## config.mk

```make
export PLATFORM = sky130hd
export DESIGN_NAME = tppe_tile_scheduler
export DESIGN_NICKNAME = d
export VERILOG_FILES = /design/src/rtl/tppe_pkg.sv /design/src/rtl/tppe_tile_fetch.sv /design/src/rtl/tppe_tile_scheduler.sv
export SDC_FILE = /design/constraint.sdc
export NUM_CORES = 1
export LEC_CHECK = 0
export ABC_AREA = 1
export CAP_MARGIN = 20
export CORE_MARGIN = 4
export CORE_UTILIZATION = 55
export CTS_CLUSTER_DIAMETER = 200
export DETAILED_ROUTE_END_ITERATION = 10
export HOLD_SLACK_MARGIN = 0.06
export PLACE_DENSITY = 0.92
export SYNTH_ARGS = -nofsm -noshare
export SYNTH_HDL_FRONTEND = slang
export SYNTH_HIERARCHICAL = 1
export SYNTH_SLANG_ARGS = --single-unit
```

## constraint.sdc

```tcl
create_clock -name clk -period 10.5 [get_ports clk]
set_input_delay 1.05 -clock clk [delete_from_list [all_inputs] [get_ports clk]]
set_output_delay 1.05 -clock clk [all_outputs]
set_load 0.005 [all_outputs]
```

## src/rtl/tppe_pkg.sv

```systemverilog
// Shared definitions for the TPPE tile scheduler: state encoding and default sizes.
// Latency: none (types, constants and a helper function only).
// Backpressure: not applicable.
package tppe_pkg;

  localparam int TPPE_T_WINDOW        = 16;
  localparam int TPPE_PARALLEL_FACTOR = 4;
  localparam int TPPE_NEURON_ID_W     = 4;
  localparam int TPPE_COL_ID_W        = 4;
  localparam int TPPE_GROUP_W         = 2;

  typedef enum logic [2:0] {
    ST_IDLE  = 3'd0,
    ST_PRIME = 3'd1,
    ST_RUN   = 3'd2,
    ST_STALL = 3'd3,
    ST_DRAIN = 3'd4
  } tppe_state_t;

  // Window counter width; kept at least one bit so a single-cycle window still elaborates.
  function automatic int tppe_cnt_w(input int t_window);
    return (t_window > 1) ? $clog2(t_window) : 1;
  endfunction

endpackage

```

## src/rtl/tppe_tile_fetch.sv

```systemverilog
// Weight-tile fetcher: walks tiles neuron-major, keeps an active and a shadow tile buffer.
// Latency: request one cycle after launch or after the shadow empties; ack data usable in the ack cycle.
// Backpressure: holds wmem_req/addr until wmem_ack; only one request outstanding, only into an empty shadow.
module tppe_tile_fetch
  import tppe_pkg::*;
#(
  parameter int T_WINDOW        = TPPE_T_WINDOW,
  parameter int PARALLEL_FACTOR = TPPE_PARALLEL_FACTOR,
  parameter int NEURON_ID_W     = TPPE_NEURON_ID_W,
  parameter int COL_ID_W        = TPPE_COL_ID_W,
  parameter int GROUP_W         = TPPE_GROUP_W
) (
  input  logic                                 clk,
  input  logic                                 rst,
  input  logic                                 launch,
  input  logic                                 swap,
  input  logic                                 flush,
  input  logic [NEURON_ID_W-1:0]               cfg_last_neuron,
  input  logic [GROUP_W-1:0]                   cfg_last_group,
  output logic                                 wmem_req,
  output logic [NEURON_ID_W+GROUP_W-1:0]       wmem_addr,
  input  logic                                 wmem_ack,
  input  logic [PARALLEL_FACTOR*T_WINDOW-1:0]  wmem_data,
  output logic                                 avail,
  output logic                                 pending,
  output logic [NEURON_ID_W-1:0]               act_neuron,
  output logic [COL_ID_W-1:0]                  act_col,
  output logic [PARALLEL_FACTOR*T_WINDOW-1:0]  act_pat
);

  localparam int PW = PARALLEL_FACTOR * T_WINDOW;

  typedef struct packed {
    logic [NEURON_ID_W-1:0] neuron;
    logic [GROUP_W-1:0]     group;
  } tile_id_t;

  localparam tile_id_t TILE0 = '0;

  tile_id_t        cur;        // tile of the current / most recent request
  tile_id_t        nxt;        // next tile to request
  tile_id_t        lim;        // latched last tile of the run
  tile_id_t        cfg_tile;
  logic            unfetched;  // tiles remain that have not been requested yet
  logic            sh_vld;
  tile_id_t        sh_id;
  logic [PW-1:0]   sh_pat;
  logic            data_now;
  logic            sh_vld_n;
  logic            issue;

  // Neuron-major successor: step the group, wrap into the next neuron after the last group.
  function automatic tile_id_t next_tile(input tile_id_t t, input tile_id_t l);
    tile_id_t n;
    n = t;
    if (t.group == l.group) begin
      n.neuron = t.neuron + NEURON_ID_W'(1);
      n.group  = '0;
    end else begin
      n.group = t.group + GROUP_W'(1);
    end
    return n;
  endfunction

  function automatic logic [COL_ID_W-1:0] col_of(input logic [GROUP_W-1:0] g);
    return COL_ID_W'(32'(g) * PARALLEL_FACTOR);
  endfunction

  assign wmem_addr = {cur.neuron, cur.group};
  assign avail     = sh_vld || data_now;
  assign pending   = wmem_req || unfetched;

  // Handshake decode: shadow occupancy after this edge decides whether a new fetch may go out.
  always_comb begin
    cfg_tile = '{neuron: cfg_last_neuron, group: cfg_last_group};
    data_now = wmem_req && wmem_ack;
    sh_vld_n = !swap && (sh_vld || data_now);
    issue    = unfetched && (!wmem_req || wmem_ack) && !sh_vld_n;
  end

  // Request generation and double-buffer update; an ack landing on a swap bypasses the shadow.
  always_ff @(posedge clk or posedge rst) begin
    if (rst) begin
      wmem_req   <= 1'b0;
      cur        <= '0;
      nxt        <= '0;
      lim        <= '0;
      unfetched  <= 1'b0;
      sh_vld     <= 1'b0;
      sh_id      <= '0;
      sh_pat     <= '0;
      act_neuron <= '0;
      act_col    <= '0;
      act_pat    <= '0;
    end else if (launch) begin
      lim       <= cfg_tile;
      cur       <= TILE0;
      nxt       <= next_tile(TILE0, cfg_tile);
      unfetched <= (cfg_tile != TILE0);
      wmem_req  <= 1'b1;
      sh_vld    <= 1'b0;
    end else if (flush) begin
      // Aborting: forget queued work, keep the bus request up until the memory answers.
      sh_vld    <= 1'b0;
      unfetched <= 1'b0;
      if (wmem_ack) wmem_req <= 1'b0;
    end else begin
      if (swap) begin
        if (sh_vld) begin
          act_neuron <= sh_id.neuron;
          act_col    <= col_of(sh_id.group);
          act_pat    <= sh_pat;
        end else begin
          act_neuron <= cur.neuron;
          act_col    <= col_of(cur.group);
          act_pat    <= wmem_data;
        end
      end
      sh_vld <= sh_vld_n;
      if (data_now && !swap) begin
        sh_id  <= cur;
        sh_pat <= wmem_data;
      end
      if (issue) begin
        wmem_req  <= 1'b1;
        cur       <= nxt;
        nxt       <= next_tile(nxt, lim);
        unfetched <= (nxt != lim);
      end else if (data_now) begin
        wmem_req <= 1'b0;
      end
    end
  end

endmodule

```

## src/rtl/tppe_tile_scheduler.sv

```systemverilog
// TPPE tile scheduler: streams weight tiles into fixed-length scan windows, neuron-major order.
// Latency: request one cycle after start; window starts the cycle after its tile's ack, back-to-back when prefetched.
// Backpressure: stalls (enable low, tile held) while the next tile is still in flight; stop drains any open fetch.
module tppe_tile_scheduler
  import tppe_pkg::*;
#(
  parameter int T_WINDOW        = TPPE_T_WINDOW,
  parameter int PARALLEL_FACTOR = TPPE_PARALLEL_FACTOR,
  parameter int NEURON_ID_W     = TPPE_NEURON_ID_W,
  parameter int COL_ID_W        = TPPE_COL_ID_W,
  parameter int GROUP_W         = TPPE_GROUP_W
) (
  input  logic                                 clk,
  input  logic                                 rst,
  input  logic                                 start,
  input  logic                                 stop,
  input  logic [NEURON_ID_W-1:0]               cfg_last_neuron,
  input  logic [GROUP_W-1:0]                   cfg_last_group,
  output logic                                 wmem_req,
  output logic [NEURON_ID_W+GROUP_W-1:0]       wmem_addr,
  input  logic                                 wmem_ack,
  input  logic [PARALLEL_FACTOR*T_WINDOW-1:0]  wmem_data,
  output logic                                 enable,
  output logic                                 weight_valid,
  output logic [NEURON_ID_W-1:0]               neuron_id,
  output logic [COL_ID_W-1:0]                  col_base,
  output logic [PARALLEL_FACTOR*T_WINDOW-1:0]  weight_patterns,
  output logic                                 scan_start,
  output logic                                 busy,
  output logic                                 done
);

  localparam int              CNT_W    = tppe_cnt_w(T_WINDOW);
  localparam logic [CNT_W-1:0] CNT_LAST = CNT_W'(T_WINDOW - 1);

  tppe_state_t      state;
  logic [CNT_W-1:0] cnt;
  logic             launch;
  logic             abort;
  logic             flush;
  logic             swap;
  logic             win_end;
  logic             avail;
  logic             pending;
  logic             outstanding;

  // Control decode shared by the FSM and the fetcher; stop always beats a swap.
  always_comb begin
    win_end     = (state == ST_RUN) && (cnt == CNT_LAST);
    launch      = (state == ST_IDLE) && start && !stop;
    abort       = stop && ((state == ST_PRIME) || (state == ST_RUN) || (state == ST_STALL));
    flush       = abort || (state == ST_DRAIN);
    swap        = !flush && avail &&
                  ((state == ST_PRIME) || (state == ST_STALL) || win_end);
    outstanding = wmem_req && !wmem_ack;
  end

  tppe_tile_fetch #(
    .T_WINDOW        (T_WINDOW),
    .PARALLEL_FACTOR (PARALLEL_FACTOR),
    .NEURON_ID_W     (NEURON_ID_W),
    .COL_ID_W        (COL_ID_W),
    .GROUP_W         (GROUP_W)
  ) u_fetch (
    .clk             (clk),
    .rst             (rst),
    .launch          (launch),
    .swap            (swap),
    .flush           (flush),
    .cfg_last_neuron (cfg_last_neuron),
    .cfg_last_group  (cfg_last_group),
    .wmem_req        (wmem_req),
    .wmem_addr       (wmem_addr),
    .wmem_ack        (wmem_ack),
    .wmem_data       (wmem_data),
    .avail           (avail),
    .pending         (pending),
    .act_neuron      (neuron_id),
    .act_col         (col_base),
    .act_pat         (weight_patterns)
  );

  // Run FSM with window counter; all drive qualifiers are registered here.
  always_ff @(posedge clk or posedge rst) begin
    if (rst) begin
      state        <= ST_IDLE;
      cnt          <= '0;
      enable       <= 1'b0;
      weight_valid <= 1'b0;
      scan_start   <= 1'b0;
      busy         <= 1'b0;
      done         <= 1'b0;
    end else begin
      scan_start <= 1'b0;
      done       <= 1'b0;
      if (abort) begin
        enable       <= 1'b0;
        weight_valid <= 1'b0;
        cnt          <= '0;
        if (outstanding) begin
          state <= ST_DRAIN;
        end else begin
          state <= ST_IDLE;
          busy  <= 1'b0;
        end
      end else begin
        case (state)
          ST_IDLE: begin
            if (launch) begin
              state <= ST_PRIME;
              busy  <= 1'b1;
            end
          end
          ST_PRIME, ST_STALL: begin
            if (avail) begin
              state        <= ST_RUN;
              enable       <= 1'b1;
              weight_valid <= 1'b1;
              scan_start   <= 1'b1;
              cnt          <= '0;
            end
          end
          ST_RUN: begin
            if (win_end) begin
              cnt <= '0;
              if (avail) begin
                scan_start <= 1'b1;
              end else if (pending) begin
                state        <= ST_STALL;
                enable       <= 1'b0;
                weight_valid <= 1'b0;
              end else begin
                state        <= ST_IDLE;
                enable       <= 1'b0;
                weight_valid <= 1'b0;
                busy         <= 1'b0;
                done         <= 1'b1;
              end
            end else begin
              cnt <= cnt + CNT_W'(1);
            end
          end
          ST_DRAIN: begin
            if (!wmem_req || wmem_ack) begin
              state <= ST_IDLE;
              busy  <= 1'b0;
            end
          end
          default: begin
            state <= ST_IDLE;
            busy  <= 1'b0;
          end
        endcase
      end
    end
  end

endmodule

```

# Word level (Yosys, flattened, before mapping)

Cells that the tools add are included.

Register bits after elaboration: 174
Input bits: 75
Output and inout port bits: 84

$add $sub $neg: 3
Equal/unequal tests: 17
Muxes and demuxes: 58
Bitwise gates (word level): 2
Reduce and logical (&&, ||, !) cells: 44

Operators by type and width:

| kind                                                             | count |
|---|---|
| 64-bit two-way mux                                               | 1 |
| 6-bit two-way mux                                                | 6 |
| 1-bit two-way mux                                                | 31 |
| 4-bit two-way mux                                                | 6 |
| 3-bit two-way mux                                                | 7 |
| 3-bit != test (second input constant)                            | 6 |
| 1-bit logical AND                                                | 12 |
| 3-bit case mux with 4 select lines                               | 1 |
| 3-bit AND reduction                                              | 3 |
| 4-bit by 1-bit adder with 4-bit output (second input constant)   | 2 |
| 1-bit logical OR                                                 | 8 |
| 4-bit case mux with 2 select lines                               | 1 |
| 7-bit AND reduction                                              | 1 |
| 3-bit by 2-bit == test with 1-bit output (second input constant) | 2 |
| 1-bit logical NOT                                                | 6 |
| 2-bit != test (second input constant)                            | 3 |
| 6-bit != test                                                    | 1 |
| 2-bit AND reduction                                              | 3 |
| 3-bit nonzero test                                               | 2 |
| 6-bit nonzero test                                               | 1 |
| 5-bit AND reduction                                              | 1 |
| 4-bit == test (second input constant)                            | 1 |
| 2-bit two-way mux                                                | 2 |
| 1-bit case mux with 2 select lines                               | 2 |
| 13 further kinds                                                 | 15 |

# Longest topological paths before layout

Gate-level depths: netlist of the first run.

Word-level depth: 15
Gate-level depth with buffers: 12
Mapped depth without buffers: 12

# Cells and area by module

Netlist of the first run, hierarchy kept.

Modules (own cells, without submodules):

| module              | instances | cells an instance | area each (µm²) | seq. area each (µm²) |
|---|---|---|---|---|
| tppe_tile_fetch     | 1         | 693               | 6,969.2         | 4,028.9 |
| tppe_tile_scheduler | 1         | 91                | 680.7           | 275.3 |

# Worst setup path before layout of the first run

OpenSTA, ideal clock, no wires.

Path type: in2reg
Start point: input port stop
End point: register u_fetch.sh_pat[17]
Library setup time: 0.125 ns
Arrival time: 2.343 ns
Required time: 10.375 ns
Path slack: 8.031 ns
Stages on the path: 9
Buffers on the path: 3
Cell sequence: inv_1 -> nand2_1 -> nor2_1 -> buf_6 -> nor2_8 -> nand4_2 -> buf_6 -> buf_6 -> mux2_4

Elaborated cells between the ends (all ways): 12
Classes of those cells: bitwise (2); reduce/logical (10)

RTL lines:

| item                          | line                      | source |
|---|---|---|
| start, declared               | tppe_tile_scheduler.sv:16 | `input logic stop,` |
| 1-bit logical NOT             | tppe_tile_scheduler.sv:50 | `launch = (state == ST_IDLE) && start && !stop;` |
| 1-bit logical AND             | tppe_tile_scheduler.sv:50 |  |
| net launch                    | tppe_tile_scheduler.sv:38 | `logic launch;` |
| 1-bit inverter (no line)      | --                        |  |
| 3-bit AND reduction (no line) | --                        |  |
| end signal, assigned          | tppe_tile_fetch.sv:122    | `sh_pat <= wmem_data;` |
| end, declared                 | tppe_tile_fetch.sv:47     | `logic [PW-1:0] sh_pat;` |

The timed path passes the listed nets, and every way through them passes these cells.
A chain may end at the register's enable or synchronous reset.

# Worst setup path after layout of the first run

Start point: input port wmem_ack
End point: register u_fetch.act_pat[29]

Longest elaborated chain between the ends: 5

RTL lines:

| item                            | line                      | source |
|---|---|---|
| start, declared                 | tppe_tile_scheduler.sv:21 | `input logic wmem_ack,` |
| 1-bit logical AND               | tppe_tile_fetch.sv:76     | `data_now = wmem_req && wmem_ack;` |
| 1-bit logical OR                | tppe_tile_fetch.sv:70     | `assign avail = sh_vld \|\| data_now;` |
| net avail                       | tppe_tile_scheduler.sv:43 | `logic avail;` |
| 1-bit logical AND (2 in series) | tppe_tile_scheduler.sv:53 | `swap = !flush && avail &&` |
| net swap                        | tppe_tile_scheduler.sv:41 | `logic swap;` |
| 3-bit AND reduction (no line)   | --                        |  |
| end signal, assigned            | tppe_tile_fetch.sv:112    | `act_pat <= sh_pat;` |
| end signal, assigned            | tppe_tile_fetch.sv:116    | `act_pat <= wmem_data;` |
| end, declared                   | tppe_tile_fetch.sv:28     | `output logic [PARALLEL_FACTOR*T_WINDOW-1:0] act_pat` |

The timed path passes the listed nets, and every way through them passes these cells.

==> flow_summary.toml, run 1 <==
[worst_setup_path]
rrSetupSlack_ns = 7.11
worstReg2RegStart = "state[0]"
worst_path_max_delay_cell = "buf_4"
setup.worst_path.start_class = "primary input"
cp.arrival_ns = 4.12
worstRegToRegCells = 10
cp_slowest_stage_delay_ns = 0.92
crit_fanout = 114
cp.required_ns = 10.84
endpoint = "u_fetch/act_pat[29]"
critPathLaunch = "wmem_ack"
cp-end-kind = "flop"
path_cells = "clkdlybuf4s50_1 > nand2_1 > nand2_1 > inv_1 > nor3_1 > inv_1 > nor2_4 > buf_4 > nor2_1 > a31oi_1"
timing.rr.end = "u_fetch/act_pat[29]"
path_class = "in -> reg"

[timing]
report.final.setup_viol = 0
drv_slew = 0
timing.final.crit_share = 0.360
rsz0062_at_grt = "false"
slew_headroom = 0.280
finalHoldViolations = 0
finalClockSkew_ns = 0.0144
worst_pin_slew_ns = 1.08
fin_crit_ns = 3.79
setup_tns_ns = 0
max_freq_ghz = 0.264

[die]
ios = 159
die_area_sq_um = 15900
core_area_sq_um = 13500
die_w_microns = 126
rows = 42
die_y_microns = 126
initial_core_util = 0.569

[place]
place_congestion = 0.856
port_buffers = 156
hpwlAfterDp_mm = 11.3

[global_route]
grt_pass1_vias = 6097
grt_pass1_wl_mm = 29.6
antenna_found_initial = 0
grt_max_degree = 115
grt_usage = 0.230
overflow = 0

[hold_path]
hold_class = "reg -> reg"
min-delay-start = "busy"

[synthesis]
ys_async_sr_fraction = 1.00
netlist_instances = 784
ys_top_cells_by_area = "dfrtp_1, nand2_1, a31oi_1, mux2_4, mux2_2"
ys_seq_area_frac = 0.563
syn_area_per_cell_sq_um = 9.76
synth_top_area_frac = 0.563
ys_warn_count = 6
synth_enable_flop_cells = 0
post-synth-top-area-cell = "dfrtp_1"
synth-seq-cells = 172
ys.flop_type = "dfrtp_1"
synth.cell_area_sq_um = 7650
synth.distinct_cells = 34

[cts]
cts_tree = "yes"
clockBufferDepth = 2
h-tree-depth = 4
clock_sinks = 172
clk_latency_ns = 0.42
cts-root-buf = "clkbuf_16"
cts_setup_buffers = 0
cts_resized = 0
clkTransAtPathRegs_ns = 0.06
numCtsBuffers = 17
cts-hold-fix-buffers = 0

[pwr]
p_per_area_nw_per_um2 = 311
vdd_ir_drop_max_uv = 187
fin_total_pwr_mw = 3.06
leakage_nw = 4.46

[detailed_routing]
first_pass_iters = 6
routedWlPerCell_microns = 16.2
drt_iter0_markers = 480
ant_nets = 0
wirelength_mm = 18.0
avgViaCountPerCell = 5.46
drc_errors = 0
via_count = 6064

[cells_and_area]
final_cell_mix = "nand2_1, dfrtp_1, clkdlybuf4s50_1"
multi_input_comb_area_sq_um = 2940
area_delta_synth_final_pct = 28.9
drive_gt1_frac = 0.131
final_common_cell = "nand2_1"
nNetsFinal = 998
fillers = 923
num_antenna_cells = 0
seq_area_sq_um = 4310

[outcome]
outcome = "completed"

[flow_run]
maxCapViolations = 0
-- synthesized netlist by cell type (2+ instances only) --
library cell	n
a31oi_1	71
nor3_1	3
inv_2	2
buf_4	7
nand3_1	22
nor2_2	5
a21oi_1	6
nand2_2	2
mux2_4	28
nor2_4	2
o21ai_0	25
clkbuf_1	18
dfrtp_1	172
nand3_2	2
buf_6	5
nand4_1	3
inv_1	43
nand2_1	218
ha_1	2
buf_2	16
nor2_1	84
mux2_2	36
-- kinds of logic (layout without fill, tap and decap cells) --
| family | after synthesis | in the layout | synth area share |
|---|---|---|---|
| other | 1 | 2 | 0.000490 |
| buffers and inverters | 91 | 240 | 0.0556 |
| adders and majority gates | 2 | 2 | 0.00327 |
| AOI/OAI and AO/OA | 106 | 106 | 0.0823 |
| xor gates and xnor gates | 1 | 1 | 0.00115 |
| muxes | 64 | 64 | 0.108 |
| and+or+nand+nor | 347 | 347 | 0.187 |
| DFF | 172 | 172 | 0.563 |
-- state kept, by name, indices dropped and copies added (netlist names) --
register and count:
u_fetch/act_pat 64, u_fetch/sh_pat 64, u_fetch/lim 6, u_fetch/nxt 6, u_fetch/sh_id 6, u_fetch/wmem_addr 6, cnt 4, u_fetch/act_neuron 4
state 3, u_fetch/act_col 2, busy 1, done 1, scan_start 1, u_fetch/sh_vld 1, u_fetch/unfetched 1, u_fetch/wmem_req 1
weight_valid 1
-- area by class of cell --
class,instances,area share
Sequential cell,172,0.437
Multi-Input combinational cell,522,0.298
Timing Repair Buffer,163,0.166
Clock buffer,24,0.0509
Tap cell,176,0.0223
Inverter,45,0.0176
Clock inverter,8,0.00850
-- how the worst min path moves through the flow --
stage | endpoint | cells after the start | slack (ns)
floorplan | u_fetch/sh_id[0] | 2 | 0.45
global placement | busy | 2 | 0.46
detailed placement | busy | 2 | 0.46
CTS | busy | 2 | 0.48
global route | u_fetch/sh_pat[43] | 1 | 0.51
finish | busy | 2 | 0.48
-- where the power goes --
| group | switching (mW) | internal (mW) |
|---|---|---|
| registers | 0.195 | 0.988 |
| clock network | 0.252 | 0.359 |
| logic | 0.604 | 0.665 |
-- worst max-delay path, delay by kind of cell --
kind	cells	cell delay, ns
buf+inv	4	1.74
simple gates	5	1.04
compound gates	1	0.22
-- metal layers --
| layer | up-vias | global-route usage | part of all wire |
|---|---|---|---|
| met3 | 25 | 0.0508 | 0.060 |
| met5 | - | 0 | 0 |
| li1 | 2853 | - | - |
| met1 | 2952 | 0.290 | 0.41 |
| met4 | 0 | 0.0662 | 0.015 |
| met2 | 234 | 0.400 | 0.52 |
-- per-stage QoR --
stage          hold WS (ns)  std cells  utilization  setup WS [ns]  area (sq um)
6_report              0.480       1110        0.733           6.71          9860
5_1_grt               0.514       1110        0.733           6.43          9860
4_1_cts               0.482       1109        0.731           6.75          9830
3_5_place_dp          0.457       1077        0.687           6.34          9250
3_3_place_gp          0.461       1076        0.687           6.11          9240
2_1_floorplan         0.453        785            -           5.10          7650
(Power assumes the default switching activity.)
==> inputs of run 2 (changes only) <==
- CORE_UTILIZATION: 55 -> 51
- PLACE_DENSITY: 0.92 -> 0.87
- clock period: 10.5 -> 3.5 ns (I/O delays scaled with it)
==> run 2 against run 1 <==
  * Final area is 0.71% higher
  * Count of clock-buffer cells in the layout is 2 lower
  * Clock skew is 0.0079 ns lower
  * Sequential share of layout area is 0.31 points lower
  * Die area is 7.3% higher
  * Critical endpoint is now u_fetch/sh_pat[21]
  * Largest cell class unchanged
  * Highest routed layer unchanged
==> flow_summary.toml, run 2 (synthesis gave the netlist of run 1 again) <==
[place]
dp_slack_ns = 0.588
port_buffers = 156
dp.cells = 1087
hpwlAfterDp_mm = 11.4
place_congestion = 0.841

[pwr]
fin_total_pwr_mw = 9.26
p_per_area_nw_per_um2 = 933
vdd_ir_drop_max_uv = 627
leakage_nw = 4.49

[worst_setup_path]
cp.arrival_ns = 3.06
cp.required_ns = 3.80
timing.rr.end = "u_fetch/sh_pat[21]"
rrSetupSlack_ns = 0.75
worstRegToRegCells = 8
path_class = "reg -> reg"
cp-end-kind = "flop"
setup.worst_path.start_class = "flop"
critPathLaunch = "state[2]"
crit_fanout = 30
worstReg2RegStart = "state[2]"
endpoint = "u_fetch/sh_pat[21]"

[timing]
report.final.setup_viol = 0
slew_headroom = 0.400
fin_crit_ns = 2.75
rsz0062_at_grt = "false"
setup_tns_ns = 0
finalHoldViolations = 0
worst_pin_slew_ns = 0.900
max_freq_ghz = 0.363
fin_ws_ns = 0.746
hold_slack_ns = 0.320
finalClockSkew_ns = 0.00648
timing.final.crit_share = 0.787
drv_slew = 0

[global_route]
grtUsageMet3 = 0.0476
busiest_layer = "met2"
grtUsageMet2 = 0.340
grt_pass1_vias = 5635
gr-usage-met1 = 0.272
grt_usage = 0.208
grt_pass1_wl_mm = 28.1
overflow = 0
antenna_found_initial = 0
grt_max_degree = 141

[cts]
cts_setup_buffers = 0
numCtsBuffers = 17
clockBufferDepth = 2
clk_latency_ns = 0.42
cts_resized = 0
cts-hold-fix-buffers = 0
h-tree-depth = 4
cts-root-buf = "clkbuf_16"
clkTransAtPathRegs_ns = 0.06
clock_sinks = 172
cts_tree = "yes"

[die]
initial_core_util = 0.524
core_area_sq_um = 14600
die_w_microns = 130
ios = 159
die_y_microns = 130
die_area_sq_um = 17000
rows = 44

[detailed_routing]
ant_nets = 0
via_count = 5909
drc_errors = 0
routedWlPerCell_microns = 15.6
first_pass_iters = 4
avgViaCountPerCell = 5.28
wirelength_mm = 17.5
drt_iter0_markers = 415

[cells_and_area]
final_common_cell = "nand2_1"
largestRegisters = "u_fetch/act_pat: 64 flops, u_fetch/sh_pat: 64 flops"
num_antenna_cells = 0
area_delta_synth_final_pct = 29.8
final_cell_mix = "nand2_1, dfrtp_1, clkdlybuf4s50_1"
final_cells = 1119
nNetsFinal = 999
drive_gt1_frac = 0.132

[outcome]
outcome = "completed"

[flow_run]
maxCapViolations = 0

[hold_path]
hold_class = "in -> async"
[run 2: worst min path at each step]
stage	to	slack, ns
2_1_floorplan	busy	0.20
6_report	cnt[0]	0.32
3_3_place_gp	busy	0.46
4_1_cts	cnt[1]	0.33
3_5_place_dp	busy	0.47
5_1_grt	cnt[3]	0.36
[run 2: cell type report]
cell class	instances	area, sq um
Sequential cell	172	4310
Tap cell	184	230
Clock inverter	10	139
Inverter	45	173
Multi-Input combinational cell	522	2940
Clock buffer	22	474
Timing Repair Buffer	164	1670
Fill cell	1105	4660
[run 2: where the power goes]
group	total, mW	switching [mW]	internal [mW]
sequential	3.55	0.583	2.96
combinational	3.79	1.77	2.01
clock	1.93	0.748	1.18
total	9.26	3.10	6.16
[run 2: worst max-delay path, cell delays in order (launching register included)]
cell	delay, ns
dfrtp_1	0.48
nor2_2	0.25
nand2_2	0.10
nand2_1	0.25
nor3_1	0.10
inv_1	0.19
nand4_4	0.52
buf_12	0.40
mux2_4	0.32
[run 2: routing by layer]
| layer | routed length (microns) | up-vias | part of all wire |
|---|---|---|---|
| li1 | - | 2863 | - |
| met1 | 7580 | 2843 | 0.43 |
| met2 | 8400 | 170 | 0.48 |
| met3 | 1060 | 33 | 0.061 |
| met4 | 469 | 0 | 0.027 |
| met5 | 0 | - | 0 |
[run 2: through the flow]
| step | utilization | area, sq um |
|---|---|---|
| finish | 0.681 | 9930 |
| global route | 0.681 | 9930 |
| CTS | 0.681 | 9930 |
| detailed placement | 0.639 | 9320 |
| global placement | 0.639 | 9320 |
| floorplan | - | 7660 |
==> inputs of run 3 (changes only) <==
- CORE_UTILIZATION: 51 -> 46
- PLACE_DENSITY: 0.87 -> 0.83
- clock period: 3.5 -> 2.3 ns (I/O delays scaled with it)
==> run 3 against run 2 <==
  * Critical path depth is 1 higher
  * Hold slack worse by 0.064 ns
  * Global-route usage is 2.0 points lower
  * Die area is 10% higher
  * Count of clock-buffer cells in the layout is 2 lower
  * Routed wire length is 0.58% lower
  * Via count is 0.71% lower
  * Combinational power is 57% higher
  * Non-clock buffer count is 19 higher
  * Flip-flop and latch count stayed put
  * Critical path type unchanged
  * Worst setup slack worse by 0.55 ns
==> flow_summary.toml, run 3 (synthesis gave the netlist of run 1 again) <==
[outcome]
outcome = "completed"

[pwr]
p_per_area_nw_per_um2 = 1400
pwr-share-clk = 0.206
p_sw_mw = 4.71
p_comb_frac = 0.417
p_seq_frac = 0.377
vdd_ir_drop_max_uv = 787
internal_power_mw = 9.56
p_sw_frac = 0.330
leakage_nw = 4.59

[cts]
h-tree-depth = 4
clock_sinks = 172
clkTransAtPathRegs_ns = 0.06
cts-root-buf = "clkbuf_16"
cts_tree = "yes"
numCtsBuffers = 17
clockBufferDepth = 2
clk_latency_ns = 0.41

[worst_setup_path]
worstRegToRegCells = 9
cp.required_ns = 2.59
cp-end-kind = "flop"
cp_top_family = "simple AND/OR/NAND/NOR gates"
setup.worst_path.start_class = "flop"
worst_path_max_delay_cell = "dfrtp_1"
rrSetupSlack_ns = 0.20
path_class = "reg -> reg"
critPathBufInv = 2
crit_fanout = 14
timing.rr.end = "u_fetch/sh_pat[38]"
cp.arrival_ns = 2.40
path_cells = "ha_1 > nand2_1 > nor2_1 > a21oi_1 > nor3_1 > inv_1 > nand4_4 > buf_4 > mux2_2"
worstReg2RegStart = "cnt[0]"
cp_slowest_stage_delay_ns = 0.41

[global_route]
antenna_found_initial = 0
overflow = 0
grt_pass1_wl_mm = 28.0
grt_pass1_vias = 5708
grt_max_degree = 98
grt_usage = 0.188

[detailed_routing]
drc_errors = 0
routedWlPerCell_microns = 14.9
ant_nets = 0
drt_iter0_markers = 313
first_pass_iters = 4
wirelength_mm = 17.4
via_count = 5867
avgViaCountPerCell = 5.02

[die]
ios = 159
die_y_microns = 137
die_area_sq_um = 18800
core_area_sq_um = 16100
die_w_microns = 137
initial_core_util = 0.475
rows = 46

[cells_and_area]
drive_gt1_frac = 0.148
final_common_cell = "nand2_1"
fillers = 1286
num_antenna_cells = 0
utilization = 0.630
final_cell_mix = "nand2_1, dfrtp_1, clkdlybuf4s50_1"
seq_area_sq_um = 4310
final_area_sq_um = 10200
multi_input_comb_area_sq_um = 2940
largestRegisters = "u_fetch/act_pat: 64 flops, u_fetch/sh_pat: 64 flops"
area_delta_synth_final_pct = 32.8
nNetsFinal = 1018

[timing]
fin_crit_ns = 2.10
setup_tns_ns = 0
fin_ws_ns = 0.196
worst_pin_slew_ns = 0.788
slew_headroom = 0.474
finalHoldViolations = 0
report.final.setup_viol = 0
drv_slew = 0
max_freq_ghz = 0.475
timing.final.crit_share = 0.915
rsz0062_at_grt = "false"
finalClockSkew_ns = 0.00695
hold_slack_ns = 0.255

[place]
port_buffers = 156
place_congestion = 0.853
dp_slack_ns = 0.138
dpl-instance-area_sq_um = 9550
hpwlAfterDp_mm = 11.8

[flow_run]
maxCapViolations = 0

[hold_path]
hold_class = "in -> async"
==> run 3: changes by cell type in the layout (fill, tap and decap cells not counted), sizes merged <==
cell / change
buf: +19
bufinv: +1
clkbuf: -2
clkinv: -1
inv: +1
==> run 3: layout make-up <==
cell class                      instances  share of cell area
Sequential cell                       172               0.424
Multi-Input combinational cell        522               0.289
Clock buffer                           20              0.0430
Tap cell                              216              0.0266
Timing Repair Buffer                  183               0.184
Clock inverter                         11              0.0166
Inverter                               45              0.0170
==> run 3: worst max-delay path by stage <==
stage	to	from	cells after the start	slack, ns
floorplan	u_fetch/act_col[2]	rst	1	0.03
global placement	u_fetch/sh_pat[3]	wmem_ack	9	0.18
detailed placement	u_fetch/sh_pat[38]	wmem_ack	9	0.14
CTS	u_fetch/sh_pat[38]	state[0]	9	0.19
global route	u_fetch/nxt[4]	cnt[0]	12	0.004
finish	u_fetch/sh_pat[38]	cnt[0]	9	0.20
==> run 3: per-stage QoR <==
step / instances / power [mW]
floorplan: 785 / 8.79
global placement: 1138 / 11.1
detailed placement: 1138 / 11.4
CTS: 1169 / 14.4
global route: 1169 / 15.3
finish: 1169 / 14.3
==> run 3: power groups by stage <==
stage	registers, mW	logic (mW)	clock network [mW]
floorplan	5.29	3.50	0
global placement	5.34	5.80	0
detailed placement	5.41	5.99	0
CTS	5.37	6.03	3.01
global route	5.56	6.60	3.12
finish	5.37	5.95	2.95
==> run 3: routing by layer <==
metal  share of wire  GRT usage
met5               0          0
met4           0.011     0.0499
met3           0.057     0.0489
met2            0.49      0.312
met1            0.44      0.247
==> run 3: timing repair <==
action	4_1_cts	5_1_grt
endpoints found under the setup margin	0	4
hold endpoints to repair	0	0
buffers inserted	0	0
hold buffers	0	0
gates resized for setup	0	1
